<file path="src/rtl/theta_func.sv">
// Theta column-parity diffusion stage: reads 64 x 25-bit slices and streams
// each slice XORed with neighbouring column parities, one write pulse per slice.
module theta_func (
   input  logic        clk,
   input  logic        rst,
   input  logic        start,
   output logic [5:0]  cnt_value,
   input  logic [24:0] line_in,
   output logic        write_enable,
   output logic [24:0] write_value,
   output logic [5:0]  write_addr,
   output logic        donee
);

   typedef enum logic [2:0] {StIdle, StPre, StCalc, StEmit, StFin} state_e;

   state_e      r_state, w_state_d;
   logic [4:0]  r_cprev, w_cprev_d;
   logic [5:0]  r_z, w_z_d;
   logic        r_we, w_we_d;
   logic        r_donee, w_donee_d;
   logic [24:0] r_wval, w_wval_d;
   logic [5:0]  r_waddr, w_waddr_d;

   logic [4:0]  w_col;
   logic [4:0]  w_dmix;
   logic [24:0] w_theta;

   // Column parity of the current slice and the per-column mixing term D[x].
   always_comb begin
      w_col  = '0;
      w_dmix = '0;
      w_theta = '0;
      for (int x = 0; x < 5; x++) begin
         w_col[x] = line_in[x] ^ line_in[x+5] ^ line_in[x+10] ^ line_in[x+15] ^ line_in[x+20];
      end
      for (int x = 0; x < 5; x++) begin
         w_dmix[x] = w_col[(x + 4) % 5] ^ r_cprev[(x + 1) % 5];
      end
      for (int y = 0; y < 5; y++) begin
         for (int x = 0; x < 5; x++) begin
            w_theta[5*y+x] = line_in[5*y+x] ^ w_dmix[x];
         end
      end
   end

   always_comb begin
      w_state_d = r_state;
      w_cprev_d = r_cprev;
      w_z_d     = r_z;
      w_we_d    = r_we;
      w_donee_d = r_donee;
      w_wval_d  = r_wval;
      w_waddr_d = r_waddr;
      cnt_value = 6'd0;
      unique case (r_state)
         StIdle: begin
            if (start) w_state_d = StPre;
         end
         StPre: begin
            // Pre-read slice 63 so slice 0 sees the wrapped z-1 parity.
            cnt_value = 6'd63;
            w_cprev_d = w_col;
            w_z_d     = 6'd0;
            w_state_d = StCalc;
         end
         StCalc: begin
            cnt_value = r_z;
            w_wval_d  = w_theta;
            w_waddr_d = r_z;
            w_we_d    = 1'b1;
            w_cprev_d = w_col;
            w_state_d = StEmit;
         end
         StEmit: begin
            cnt_value = r_z;
            w_we_d    = 1'b0;
            if (r_z == 6'd63) begin
               w_donee_d = 1'b1;
               w_state_d = StFin;
            end else begin
               w_z_d     = r_z + 6'd1;
               w_state_d = StCalc;
            end
         end
         StFin: begin
            if (!start) begin
               w_donee_d = 1'b0;
               w_state_d = StIdle;
            end
         end
         default: w_state_d = StIdle;
      endcase
   end

   always_ff @(posedge clk or negedge rst) begin
      if (!rst) begin
         r_state <= StIdle;
         r_cprev <= '0;
         r_z     <= '0;
         r_we    <= 1'b0;
         r_donee <= 1'b0;
         r_wval  <= '0;
         r_waddr <= '0;
      end else begin
         r_state <= w_state_d;
         r_cprev <= w_cprev_d;
         r_z     <= w_z_d;
         r_we    <= w_we_d;
         r_donee <= w_donee_d;
         r_wval  <= w_wval_d;
         r_waddr <= w_waddr_d;
      end
   end

   assign write_enable = r_we;
   assign write_value  = r_wval;
   assign write_addr   = r_waddr;
   assign donee        = r_donee;

endmodule
</file>
<file path="config.mk">
export PLATFORM = sky130hd
export DESIGN_NAME = theta_func
export DESIGN_NICKNAME = d
export VERILOG_FILES = /design/src/rtl/theta_func.sv
export SDC_FILE = /design/constraint.sdc
export NUM_CORES = 1
export LEC_CHECK = 0
export BUFFER_PORTS_ARGS = -buffer_cell sky130_fd_sc_hd__buf_2
export CAP_MARGIN = 20
export CORE_UTILIZATION = 30
export DETAILED_ROUTE_END_ITERATION = 10
export PLACE_DENSITY_LB_ADDON = 0.05
export SYNTH_ARGS = -nofsm -noshare
export SYNTH_HDL_FRONTEND = slang
export SYNTH_SLANG_ARGS = --single-unit
</file>
<file path="constraint.sdc">
create_clock -name clk -period 2.11 [get_ports clk]
set_input_delay 0.1055 -clock clk [delete_from_list [all_inputs] [get_ports clk]]
set_output_delay 0.1055 -clock clk [all_outputs]
set_load 0.005 [all_outputs]
</file>
==> impl_metrics.env <==
export IMPL_layout_common_cells="66 x buf_2, 47 x dfrtp_1, 38 x nand2_1, 38 x xnor2_1, 20 x o21ai_1"
export IMPL_async_flop_share=1.000
export IMPL_total_power_mw=4.559
export IMPL_rsz0062_at_grt="false"
export IMPL_netlist_area_um2=2501
export IMPL_clock_skew_ns=0.005611
export IMPL_critPathBufInv=0
export IMPL_outcome="complete, no violations"
export IMPL_routedWlPerCell_um=13.00
export IMPL_max_slew_margin=0.5858
export IMPL_hold_viol_final=0
export IMPL_fin_crit_ns=1.779
export IMPL_worst_pin_slew_ns=0.6213
export IMPL_drcViolationCount=0
export IMPL_arrival_ns=1.97
export IMPL_grt_antenna_before_repair=0
export IMPL_p_leak_nw=1.434
export IMPL_area_growth_pct=23.51
export IMPL_nets=328
export IMPL_clock_sinks=47
export IMPL_worstSetupStartpointType="flip-flop"
export IMPL_ys_warnings_count=0
export IMPL_syn_inst=234
export IMPL_vdd_drop_max_mv=0.4195
export IMPL_netlist_cell_type_count=35
export IMPL_cts_buffers=5
export IMPL_p_per_area_nw_per_um2=1476
export IMPL_critPathMaxFanout=7
export IMPL_synth_largest_area_cell="dfrtp_1"
export IMPL_required_ns=2.30
export IMPL_ctsLongestPathBuffers=2
export IMPL_synth_top_area_share=0.4702
export IMPL_rows=32
export IMPL_stdcell_area_um2=3089
export IMPL_grt_max_degree=48
export IMPL_design_core_area_um2=7888
export IMPL_place_hpwl_mm=3.883
export IMPL_path_cells="ha_1 > nand2_1 > nor2_1 > or4b_2 > o311ai_0"
export IMPL_n_antenna_cell=0
export IMPL_cpMaxStageDelayCell="or4b_2"
export IMPL_min_path_type="input port to flip-flop"
export IMPL_die_w_um=93.31
export IMPL_place_gp_congestion=0.7245
export IMPL_drv_cap=0
export IMPL_final_setup_viol_count=0
export IMPL_fill_cells=828
export IMPL_clkTransAtPathRegs_ns=0.09
export IMPL_drt_iter0_markers=73
export IMPL_setup_tns_ns=0
export IMPL_layout_commonest_cell="buf_2"
export IMPL_first_pass_iters=4
export IMPL_ioPinCount=67
export IMPL_die_h_um=93.31
export IMPL_period_share=0.8432
export IMPL_vias_per_cell=4.463
export IMPL_port_buffers=66
export IMPL_ys_seq_area_frac=0.4702
export IMPL_grt_pass1_wl_mm=8.763
export IMPL_grt_pass1_vias=1744
export IMPL_syn_mean_instance_area_um2=10.69
export IMPL_max_stage_delay_ns=0.62
export IMPL_synth_edf_count=0
export IMPL_clk_latency_ns=0.30
export IMPL_vias=1794
export IMPL_ys_ff_latch=47
export IMPL_cts_root_buf="clkbuf_8"
export IMPL_fmax_ghz=0.5621
export IMPL_synth_area_leaders="dfrtp_1 47%, xnor2_1 13%, nand2_1 5.7%"
export IMPL_cts_tree="yes"
export IMPL_synthFlopType="dfrtp_1"
export IMPL_track_usage=0.1305
export IMPL_cp_top_family="simple AND/OR/NAND/NOR gates"
export IMPL_initial_utilization=0.3171
export IMPL_antenna_left=0
export IMPL_dpl_cell_area_um2=2943
export IMPL_die_area_um2=8707
export IMPL_crit_path_end_kind="flip-flop"
export IMPL_cts_htree_levels=2
export IMPL_syn_nets=263
export IMPL_drive_above_1_share=0.3300
export IMPL_post_cts_setup_buffers=0
export IMPL_wirelength_mm=5.228
export IMPL_grt_overflow_total=0
export IMPL_drv_slew=0
export IMPL_critPathKind="flip-flop to flip-flop"
area by class of cell:
class | instances | area [um^2] | share of cell area
Clock buffer | 5 | 68.82 | 0.02228
Clock inverter | 3 | 67.56 | 0.02187
Inverter | 3 | 11.26 | 0.003645
Multi-Input combinational cell | 171 | 1255 | 0.4062
Sequential cell | 47 | 1176 | 0.3807
Tap cell | 102 | 127.6 | 0.04131
Timing Repair Buffer | 71 | 382.9 | 0.1239
kinds of logic (layout without fill, tap and decap cells):
logic type / after synthesis / after routing / share of synthesized area
compound gates: 48 / 48 / 0.1061
fa+ha+maj: 1 / 1 / 0.005002
flops: 47 / 47 / 0.4702
simple gates: 62 / 62 / 0.1091
mux: 11 / 11 / 0.04803
buf+inv: 16 / 82 / 0.02802
xor+xnor: 49 / 49 / 0.2336
routing by layer:
layer | share of wire | track usage | routed length (um) | up-vias
met5 | 0 | 0 | 0 | -
met4 | 0.015 | 0.04231 | 76 | 0
met3 | 0.047 | 0.02927 | 248 | 7
met2 | 0.43 | 0.1949 | 2267 | 39
met1 | 0.50 | 0.1864 | 2636 | 832
li1 | - | - | - | 916
registers in the layout, summed over array words and instances, names as in the netlist:
register,count
donee,1
r_cprev,5
r_state,3
r_z,6
write_addr,6
write_enable,1
write_value,25
cells in the mapped netlist (all sizes together) (2+ instances only):
| library cell | number |
|---|---|
| mux2i | 3 |
| buf | 8 |
| xnor3 | 3 |
| xnor2 | 38 |
| o21ai | 27 |
| nand2 | 38 |
| dfrtp | 47 |
| xor2 | 2 |
| nand3 | 6 |
| a21oi | 13 |
| mux2 | 8 |
| a31oi | 2 |
| clkbuf | 5 |
| xor3 | 6 |
| inv | 3 |
| nand2b | 5 |
| nor2 | 7 |
per-stage QoR:
stage / hold slack [ns] / std cells / util / worst slack, ns
after floorplan: -0.1901 / 234 / - / 0.4872
after global placement: 0.2640 / 393 / 0.3731 / 0.4046
after detailed placement: 0.2593 / 393 / 0.3731 / 0.3538
after CTS: 0.06036 / 402 / 0.3917 / 0.3283
after global routing: 0.06617 / 402 / 0.3917 / 0.2068
final: 0.07020 / 402 / 0.3917 / 0.3309
report_power, final:
group / internal, mW / switching [mW] / leakage (nW)
clock network: 0.472 / 0.317 / 0.0644
registers: 1.34 / 0.308 / 0.567
logic: 1.13 / 0.992 / 0.803
total: 2.94 / 1.62 / 1.43
worst register-to-register path, stage by stage (launching register included):
cell      delay, ns
dfrtp_1        0.45
ha_1           0.28
nand2_1        0.10
nor2_1         0.11
or4b_2         0.62
o311ai_0       0.10
worst paths after layout:
path	slack, ns	depth (start not counted)	end	startpoint
setup / recovery	0.33	5	r_z[0]	r_z[0]
min in group asynchronous	0.43	3	write_value[13]	rst
hold / removal	0.07	3	r_state[0]	start
setup reg to reg	0.33	5	r_z[0]	r_z[0]
hold reg to reg	0.48	2	write_value[19]	write_value[19]
max in group asynchronous	1.26	3	r_z[1]	rst
timing repair:
item | 4_1_cts | 5_1_grt
setup endpoints to repair | 0 | 0
endpoints found under the hold margin | 47 | 0
hold buffers | 1 | 0
gates resized for setup | 0 | 0
Power figures use the tool's default switching activity.
